===== config.mk =====
export PLATFORM = sky130hd
export DESIGN_NAME = gesture_capture_ctrl
export DESIGN_NICKNAME = d
export VERILOG_FILES = /design/src/rtl/gesture_capture_ctrl.sv
export SDC_FILE = /design/constraint.sdc
export NUM_CORES = 1
export LEC_CHECK = 0
export ABC_AREA = 1
export BUFFER_PORTS_ARGS = -buffer_cell sky130_fd_sc_hd__buf_2
export CAP_MARGIN = 0
export CORE_MARGIN = 2
export CORE_UTILIZATION = 25
export CTS_CLUSTER_DIAMETER = 80
export CTS_CLUSTER_SIZE = 10
export DETAILED_ROUTE_END_ITERATION = 6
export HOLD_SLACK_MARGIN = 0.15
export PLACE_DENSITY = 0.43
export SYNTH_ARGS = -nofsm -noshare
export SYNTH_HDL_FRONTEND = slang
export SYNTH_SLANG_ARGS = --single-unit

===== constraint.sdc =====
create_clock -name clk -period 1.9 [get_ports clk]
set_input_delay 0.095 -clock clk [delete_from_list [all_inputs] [get_ports clk]]
set_output_delay 0.095 -clock clk [all_outputs]
set_load 0.02 [all_outputs]

===== src/rtl/gesture_capture_ctrl.sv =====
// Capture sequencer in front of the finger-status classifier: synchronise and debounce
// the finger lines, classify each newly steady pose once, report the sign on valid/ready.
module gesture_capture_ctrl #(
    parameter int STABLE_CYCLES = 16,
    parameter int CLASSIFY_LAT  = 1,
    parameter int CNT_W         = 8
) (
    input  logic       clk,
    input  logic       rst,
    input  logic       enable,
    input  logic [4:0] finger_raw,
    output logic [4:0] finger_latched,
    output logic       classify_start,
    input  logic [3:0] sign_value,
    output logic [3:0] sign_out,
    output logic       sign_valid,
    input  logic       sign_ready,
    output logic       busy
);

    typedef enum logic [1:0] {IDLE, SETTLE, CLASSIFY, REPORT} state_t;

    localparam logic [CNT_W-1:0] STABLE_MAX = CNT_W'(STABLE_CYCLES);
    localparam logic [3:0]       WAIT_LAST  = 4'(CLASSIFY_LAT - 1);

    state_t           state;
    logic [4:0]       sync_meta;
    logic [4:0]       sync_pose;
    logic [4:0]       prev_pose;
    logic [4:0]       last_pose;
    logic             last_valid;
    logic [CNT_W-1:0] stab_cnt;
    logic [3:0]       wait_cnt;
    logic             pose_stable;
    logic             pose_new;

    // A pose that changed this very cycle is never stable, even with a saturated count.
    assign pose_stable = (stab_cnt == STABLE_MAX) && (sync_pose == prev_pose);
    assign pose_new    = !(last_valid && (sync_pose == last_pose));

    // NOTE: every register here is assigned with <= so all of them update from the same
    // pre-edge values; a blocking '=' would let later statements see already-updated state.
    always_ff @(posedge clk) begin
        if (rst) begin
            state          <= IDLE;
            sync_meta      <= '0;
            sync_pose      <= '0;
            prev_pose      <= '0;
            last_pose      <= '0;
            last_valid     <= 1'b0;
            stab_cnt       <= '0;
            wait_cnt       <= '0;
            finger_latched <= '0;
            classify_start <= 1'b0;
            sign_out       <= '0;
            sign_valid     <= 1'b0;
            busy           <= 1'b0;
        end else begin
            sync_meta <= finger_raw;
            sync_pose <= sync_meta;
            prev_pose <= sync_pose;

            if (sync_pose != prev_pose)
                stab_cnt <= '0;
            else if (stab_cnt != STABLE_MAX)
                stab_cnt <= stab_cnt + 1'b1;

            // Entering SETTLE restarts the stability window; that clear wins over the count above.
            case (state)
                IDLE: begin
                    if (enable) begin
                        state    <= SETTLE;
                        busy     <= 1'b1;
                        stab_cnt <= '0;
                    end
                end

                SETTLE: begin
                    if (!enable) begin
                        state      <= IDLE;
                        busy       <= 1'b0;
                        last_valid <= 1'b0;
                    end else if (pose_stable && pose_new) begin
                        finger_latched <= sync_pose;
                        classify_start <= 1'b1;
                        wait_cnt       <= '0;
                        state          <= CLASSIFY;
                    end
                end

                CLASSIFY: begin
                    // The start cycle itself is not counted toward the classifier latency.
                    if (classify_start) begin
                        classify_start <= 1'b0;
                    end else if (wait_cnt == WAIT_LAST) begin
                        sign_out   <= sign_value;
                        sign_valid <= 1'b1;
                        state      <= REPORT;
                    end else begin
                        wait_cnt <= wait_cnt + 4'd1;
                    end
                end

                REPORT: begin
                    if (sign_valid && sign_ready) begin
                        sign_valid <= 1'b0;
                        last_pose  <= finger_latched;
                        if (enable) begin
                            state      <= SETTLE;
                            stab_cnt   <= '0;
                            last_valid <= 1'b1;
                        end else begin
                            state      <= IDLE;
                            busy       <= 1'b0;
                            last_valid <= 1'b0;
                        end
                    end
                end

                default: begin
                    state <= IDLE;
                    busy  <= 1'b0;
                end
            endcase
        end
    end

endmodule


* Word-level counts from Yosys, hierarchy flattened *
Cells that the tools add are included.

cells by class
  add/subtract/negate cells = 2
  $mul = 0
  divide/modulo/power cells = 0
  magnitude comparators = 0
  eq/ne operators = 17
  shift-type cells = 0
  mux-type cells = 33
  bitwise operators = 1
  reduce and logical (&&, ||, !) cells = 20

operator list
  operator                                              number
  two-way mux 8 bit                                     4
  two-way mux 4 bit                                     4
  != test 2 bit (second input constant)                 8
  one-hot mux 8 bit (2 select lines)                    1
  AND reduction 3 bit                                   5
  two-way mux 1 bit                                     12
  two-way mux 2 bit                                     6
  equality test 5 bit                                   2
  AND reduction 5 bit                                   2
  adder 8 x 1 -> 8 bit (second input constant)          1
  equality test 8 x 5 -> 1 bit (second input constant)  1
  != test 8 x 5 -> 1 bit (second input constant)        1
  one-hot mux 2 bit (4 select lines)                    1
  one-hot mux 4 bit (2 select lines)                    1
  one-hot mux 1 bit (2 select lines)                    3
  nonzero test 2 bit                                    3
  != test 5 bit                                         1
  adder 4 x 1 -> 4 bit (second input constant)          1
  equality test 2 bit (second input constant)           2
  logical AND 1 bit                                     4
  zero test 4 bit                                       1
  AND reduction 4 bit                                   1
  != test 3 bit (second input constant)                 1
  one-hot mux 1 bit (3 select lines)                    1
  6 further kinds                                       6

storage, ports and cells
  flip-flop bits (word level) = 47
  latch bits = 0
  RAM bits = 0
  bits in read-only memories = 0
  input port bits = 13
  output and inout bits = 12
  logic and storage cells = 86
  memories kept = 0

* Depth between registers and ports, before layout *
Gate-level depths: netlist of the first run.

  depth after elaboration = 7
  depth in mapped cells = 12
  depth with buffers taken out = 12

* Least setup slack after synthesis of the first run *
No wires, ideal clock.

  path type = register -> register
  start point = register wait_cnt[0]
  end point = register state[0]
  library setup time = 0.113 ns
  arrival = 1.344 ns
  data required time = 1.787 ns
  path slack = 0.444 ns
  cell stages (with the launch flop) = 11
  buffers on the path = 0
  clock period less this slack = 1.456 ns
  path through = dfxtp_1 inv_1 ha_1 nor3b_1 nand2_1 a21oi_1 and2_1 and2_1 nand2_1 nand2_1 nor2_1

on the way
  longest elaborated chain between the ends = 3

RTL lines
  what                                  RTL line  RTL
  start: declaration                    33        logic [3:0] wait_cnt;
  start signal: assignment              100       wait_cnt <= wait_cnt + 4'd1;
  zero test 4 bit                       95        end else if (wait_cnt == WAIT_LAST) begin
  != test 2 bit (no source line)        -
  AND reduction 5 bit (no source line)  -
  end signal: assignment                98        state <= REPORT;
  end signal: assignment                109       state <= SETTLE;
  end signal: assignment                113       state <= IDLE;
  end: declaration                      26        state_t state;

No other way between the ends.
A chain may end at the register's enable or synchronous reset.

* Worst setup path in the final report of the first run *
  start point = register state[0]
  end point = register busy

on the way
  longest elaborated chain between the ends = 3
  elaborated cells on any way between the ends = 8
  classes of those cells = eq/ne: 4; mux: 1; reduce/logical: 3

RTL lines
  what                                                                         RTL line  RTL
  start signal: assignment                                                     45        state <= IDLE;
  start signal: assignment                                                     72        state <= SETTLE;
  start signal: assignment                                                     80        state <= IDLE;
  equality test 2 bit (tied with other cells)                                  69        case (state)
  != test 2 bit (no source line) / nonzero test 3 bit (equally long branches)  -
  AND reduction 3 bit (no source line)                                         -
  end signal: assignment                                                       57        busy <= 1'b0;
  end signal: assignment                                                       73        busy <= 1'b1;
  end signal: assignment                                                       81        busy <= 1'b0;
  end: declaration                                                             18        output logic busy

Parallel ways exist; a longest one is shown, timed or not.

==> summary.md, run 1 <==
| Metric | Value |
|---|---|
| Fin Clk Skew | `0.0104 ns` |
| Dpl hpwl | `3180 µm` |
| Nets | `339` |
| Ys flop type | `dfxtp_1` |
| Clock Latency Late Sink | `0.30 ns` |
| Hold_ws | `0.183 ns` |
| DRT Wirelength | `4320 µm` |
| Share of cells above drive strength 1 | `15.4%` |
| CORE AREA | `8180 µm²` |
| Die area | `9100 µm²` |
| Vias per cell | `4.16` |
| Initial antenna violation count | `0` |
| Footprint of the multi-input gates | `966 µm²` |
| Syn nets | `298` |
| Worst-path clk slew | `0.09 ns` |
| Flops & latches, synth | `47` |
| Syn. warnings | `0` |
| IO Port Bufs | `24` |
| Core Rows | `33` |
| Setup Fix Bufs, Post-CTS | `0` |
| Fillcell total | `928` |
| CTS Buffer Depth | `2` |
| Post-route cell area | `2530 µm²` |
| Slew @ Worst Pin | `0.400 ns` |
| Cell Area, Synth | `2090 µm²` |
| Number of distinct library cells after synthesis | `29` |
| DR pass1 iterations | `4` |
| Crit-path max FO | `7` |
| Post-Synthesis Cells | `277` |
| Crit path arrival time | `1.89 ns` |
| Tcrit/Tclk final | `87.3%` |
| Number of enable flip-flop cells after synthesis | `0` |
| CTS Buf Count | `5` |
| GP Congestion | `0.768` |
| VDD IR max | `0.300 mV` |
| Total gr overflow | `0` |
| Area grow syn2layout | `21.2%` |
| Slowest stage cell, crit path | `dfxtp_1` |
| Sequential cell area | `941 µm²` |
| Vert. Die Dim | `95.4 µm` |
| Antenna fix cells | `0` |
| Global router's overall resource usage | `10.3%` |
| CTS tree | `done` |
| Seq/Total Area, Yosys | `45.1%` |
| Crit path capture type | `register` |
| Wire length per cell | `10.2 µm` |
| Status | `finished, final reports clean` |
| RSZ-0062 raised after global routing | `false` |
| Startpoint Class | `register` |
| CP required | `2.13 ns` |
| Leak | `1.11 nW` |
| Largest net degree at the start of global routing | `24` |
| DR iter-0 viols | `31` |
| Tot Pwr | `2.49 mW` |
| Root Driver | `clkbuf_8` |
| Pwr dens | `982 nW/µm²` |
| Most frequent cell on the critical path | `inv_1` |
| Overall via count from detail_route | `1764` |
| Post-route ant nets | `0` |
| Async set-reset flop share out of synthesis | `0%` |
| Fin. max-slew vios | `0` |
| Vias in the first global route | `1628` |
| Fmax | `0.603 GHz` |
| Fin. Hold Viols | `0` |
| Dpl cell area | `2340 µm²` |
| Min-Delay Path Class | `input pin to register` |
| Slew HR | `73.1%` |
| Setup TNS | `0 ns` |
| Syn_area_per_cell | `7.54 µm²` |
| Sink Count | `47` |
| Slowest cell delay on critical path | `0.45 ns` |
| Die Wd | `95.4 µm` |
| Initial Util | `25.5%` |
| Worst path cell trace | `inv_1 > ha_1 > inv_1 > nand3_1 > or2_2 > a21oi_1` |
| H-tree depth | `2` |
| Type of the worst setup path | `register to register` |
| Global-route wire length before repair | `7330 µm` |
| Finish-stage setup viols | `0` |
| I/O Pins | `25` |
| Period minus WS final | `1.66 ns` |
| DRC Markers | `0` |
| Max Cap Viol | `0` |
==> synth_stat cells, types with 4 or more instances <==
cell	n	share of area, %
dfxtp_1	47	45
ha_1	8	4.8
nor2_1	48	8.6
nand2_1	50	9.0
xnor2_1	7	2.9
o21ai_0	11	2.6
inv_1	38	6.8
o21ai_1	4	0.96
a21oi_1	18	4.3
nand3_1	16	3.8
==> timing repair <==
item                       CTS  global route
hold endpoints to repair    11             0
resized for setup            0             1
setup endpoints to repair    0             2
hold buffers                10             0
==> layout make-up <==
class | count | area share [%]
Clock buffer | 6 | 2.87
Clock inverter | 2 | 0.643
Inverter | 41 | 6.08
Multi-Input combinational cell | 185 | 38.2
Sequential cell | 47 | 37.2
Tap cell | 105 | 5.19
Timing Repair Buffer | 38 | 9.89
==> per-stage QoR <==
| step | setup slack, ns | std cells | util (%) |
|---|---|---|---|
| after floorplan | 0.444 | 277 | - |
| after global placement | 0.151 | 406 | 28.6 |
| after detailed placement | 0.191 | 406 | 28.6 |
| after CTS | 0.173 | 424 | 30.9 |
| after global routing | 0.0160 | 424 | 31.0 |
| final | 0.240 | 424 | 31.0 |
==> registers in the layout, indices dropped and copies added, names as in the netlist, 4 cells and up, named ones only <==
register        cells
prev_pose           5
stab_cnt            8
finger_latched      5
last_pose           5
sign_out            4
sync_meta           5
sync_pose           5
wait_cnt            4
==> final timing paths <==
path | end | cells after the start | slack [ns] | from
setup / recovery | busy | 6 | 0.24 | state[0]
hold / removal | last_pose[0] | 5 | 0.18 | sign_ready
setup reg to reg | busy | 6 | 0.24 | state[0]
hold reg to reg | sync_pose[1] | 2 | 0.41 | sync_meta[1]
==> where the power goes <==
| part | internal, mW | leakage, nW | switching, mW |
|---|---|---|---|
| Combinational | 0.270 | 0.689 | 0.441 |
| Clock | 0.265 | 0.0418 | 0.347 |
| Sequential | 1.09 | 0.383 | 0.0731 |
| Total | 1.62 | 1.11 | 0.862 |
==> cells in the final DEF (no fill, tap or decap), types with 4 or more instances in the layout <==
master	count
a21oi_1	18
buf_2	24
buf_4	4
clkbuf_8	5
dfxtp_1	47
dlygate4sd3_1	10
ha_1	8
inv_1	38
nand2_1	50
nand3_1	16
nor2_1	47
o21ai_0	11
o21ai_1	4
xnor2_1	7
==> metal layers <==
| layer | share of wire (%) | up-vias | track usage, % |
|---|---|---|---|
| met1 | 51 | 783 | 13.5 |
| met4 | 1.4 | 0 | 4.05 |
| met3 | 2.9 | 4 | 2.45 |
| met2 | 44 | 26 | 16.5 |
| li1 | - | 951 | - |
| met5 | 0 | - | 0 |
==> critical path: cells and delay by family (launching register included) <==
family,cells,cell delay (ns)
adders and majority gates,1,0.29
and+or+nand+nor,2,0.41
AOI/OAI and AO/OA,1,0.14
buffers and inverters,2,0.31
DFF,1,0.45
==> cells by family after synthesis <==
group           Yosys count  share of synthesized area (%)
flops                    47                           45.1
fa+ha+maj                 8                           4.79
compound gates           39                           10.2
xor+xnor                 10                           4.19
buf+inv                  45                           8.81
simple gates            128                           26.9
(Power assumes the default switching activity.)
==> run 2: changes to the inputs <==
CORE_UTILIZATION = 42   (was 25)
PLACE_DENSITY = 0.63   (was 0.43)
==> run 2 against run 1 <==
Worst setup slack worse by 0.013 ns. Die area down 39%. Combinational power barely moved. Non-clock buffer count did not move. Wire length shrank 8.7%. Largest power group unchanged.
==> summary.md, run 2 (same netlist as run 1, synthesis figures left out) <==
| Metric | Value |
|---|---|
| Status | `finished, final reports clean (unchanged)` |
| Slew @ Worst Pin | `0.444 ns (was 0.400 ns)` |
| Vias in the first global route | `1564 (was 1628)` |
| Number of flip-flops in the largest register | `8 (unchanged)` |
| Tot Pwr | `2.65 mW (was 2.49 mW)` |
| I/O Pins | `25 (unchanged)` |
| Busiest layer in global routing | `met2 (unchanged)` |
| Initial Util | `43.9% (was 25.5%)` |
| Worst-path clk slew | `0.09 ns (about the same)` |
| Type of the worst setup path | `register to register (unchanged)` |
| Met2 usage | `25.4% (was 16.5%)` |
| Global router's overall resource usage | `15.8% (was 10.3%)` |
| CP required | `2.11 ns (was 2.13 ns)` |
| CTS tree | `done (unchanged)` |
| Crit path capture type | `register (unchanged)` |
| CTS Buffer Depth | `2 (unchanged)` |
| Fin Clk Skew | `0.00766 ns (was 0.0104 ns)` |
| RSZ-0062 raised after global routing | `false (unchanged)` |
| Die Wd | `74.5 µm (was 95.4 µm)` |
| Slew HR | `70.2% (was 73.1%)` |
| CORE AREA | `4750 µm² (was 8180 µm²)` |
| Internal power | `1.79 mW (was 1.62 mW)` |
| Crit path arrival time | `1.88 ns (was 1.89 ns)` |
| Most common cell after layout, fill and taps aside | `nand2_1 (unchanged)` |
| Max Cap Viol | `0 (unchanged)` |
| Nets | `339 (unchanged)` |
| Commonest non-fill, non-tap cells in the layout | `nand2_1 (50), nor2_1 (47), dfxtp_1 (47) (unchanged)` |
| Root Driver | `clkbuf_8 (unchanged)` |
| Clock Latency Late Sink | `0.30 ns (about the same)` |
| Leak | `1.13 nW (was 1.11 nW)` |
| Dpl hpwl | `2780 µm (was 3180 µm)` |
| Fmax | `0.598 GHz (was 0.603 GHz)` |
| Die area | `5550 µm² (was 9100 µm²)` |
| Sw Pwr | `0.854 mW (was 0.862 mW)` |
| Post-route ant nets | `0 (unchanged)` |
| DR pass1 iterations | `4 (unchanged)` |
| GP Congestion | `0.842 (was 0.768)` |
| Crit-path max FO | `4 (was 7)` |
| Fin. max-slew vios | `0 (unchanged)` |
| DR iter-0 viols | `35 (was 31)` |
| Total gr overflow | `0 (unchanged)` |
| Seq pwr share | `43.9% (was 46.7%)` |
| Fin. Hold Viols | `0 (unchanged)` |
| Sink Count | `47 (unchanged)` |
| Sw frac | `32.3% (was 34.7%)` |
| Wire length per cell | `10.2 µm (about the same)` |
| Antenna fix cells | `0 (unchanged)` |
| Global-route wire length before repair | `6630 µm (was 7330 µm)` |
| Setup TNS | `0 ns (unchanged)` |
| DRC Markers | `0 (unchanged)` |
| Startpoint Class | `register (unchanged)` |
| GR Util met3 | `5.42% (was 2.45%)` |
| Vert. Die Dim | `74.5 µm (was 95.4 µm)` |
| Min-Delay Path Class | `input pin to register (unchanged)` |
| VDD IR max | `0.438 mV (was 0.300 mV)` |
| IO Port Bufs | `24 (unchanged)` |
| H-tree depth | `2 (unchanged)` |
| Share of power burned in the clock network | `29.3% (was 24.6%)` |
| Area grow syn2layout | `20.6% (was 21.2%)` |
| Comb power frac | `26.8% (was 28.6%)` |
| Setup Fix Bufs, Post-CTS | `0 (unchanged)` |
| Vias per cell | `4.54 (was 4.16)` |
| CTS Buf Count | `5 (unchanged)` |
| Pwr dens | `1050 nW/µm² (was 982 nW/µm²)` |
| DRT Wirelength | `3950 µm (was 4320 µm)` |
| Core Rows | `25 (was 33)` |
| Initial antenna violation count | `0 (unchanged)` |
| Share of cells above drive strength 1 | `15.4% (unchanged)` |
| Finish-stage setup viols | `0 (unchanged)` |
| Largest net degree at the start of global routing | `24 (unchanged)` |
| Top reg by flops | `stab_cnt (unchanged)` |
| Overall via count from detail_route | `1753 (was 1764)` |
| Period minus WS final | `1.67 ns (was 1.66 ns)` |
| Tcrit/Tclk final | `88.0% (was 87.3%)` |
| GRT met1 Usage | `20.0% (was 13.5%)` |
run 2: cell count changes in the layout (fill, tap and decap cells not counted), sizes merged:
cell / change
clkinvlp: -1
bufinv: +1
buf: -1
dlygate4sd3: +1
run 2: cell type report:
| type | count | area (µm²) |
|---|---|---|
| flip-flops and latches | 47 | 941 |
| well taps | 67 | 83.8 |
| clock buffers | 6 | 82.6 |
| multi-input cells | 185 | 966 |
| inverters | 41 | 154 |
| fillers | 488 | 2240 |
| clock inverters | 2 | 38.8 |
| repair buffers | 38 | 253 |
run 2: layer usage:
metal  part of all wire, %  up-vias
met5                     0        -
met4                   1.1        0
met3                   4.7        5
met2                    44       29
met1                    50      773
li1                      -      946
run 2: final timing paths:
| path | slack [ns] | start | cells after the start | to |
|---|---|---|---|---|
| setup / recovery | 0.23 | wait_cnt[0] | 10 | state[0] |
| hold / removal | 0.17 | sign_ready | 5 | last_pose[0] |
| setup reg to reg | 0.23 | wait_cnt[0] | 10 | state[0] |
| hold reg to reg | 0.40 | sync_meta[0] | 2 | sync_pose[0] |
run 2: power groups by stage:
stage	clock [mW]	sequential [mW]	combinational, mW
floorplan	0	1.22	0.470
global placement	0	1.18	0.682
detailed placement	0	1.18	0.681
CTS	0.799	1.16	0.706
global route	0.836	1.18	0.807
finish	0.774	1.16	0.709
run 2: worst max-delay path: stages, from the launching register on:
cell	delay, ns
dfxtp_1	0.35
inv_1	0.08
ha_1	0.14
nor3b_1	0.26
nand2_1	0.14
a21oi_1	0.16
and2_1	0.16
and2_1	0.14
nand2_1	0.05
nand2_1	0.05
nor2_1	0.04
run 2: what timing repair did:
| action | 4_1_cts | 5_1_grt |
|---|---|---|
| hold buffers | 11 | 0 |
| endpoints found under the setup margin | 0 | 1 |
| hold endpoints to repair | 13 | 0 |
| resized for setup | 0 | 1 |
run 2: stage by stage:
step | hold WS [ns] | utilization [%] | cells | area, µm² | setup WS [ns]
floorplan | 0.164 | - | 277 | 2090 | 0.444
global placement | 0.292 | 48.1 | 367 | 2280 | 0.182
detailed placement | 0.301 | 48.1 | 367 | 2280 | 0.232
CTS | 0.166 | 52.9 | 386 | 2520 | 0.209
global route | 0.220 | 53.0 | 386 | 2520 | 0.0784
finish | 0.171 | 53.0 | 386 | 2520 | 0.228
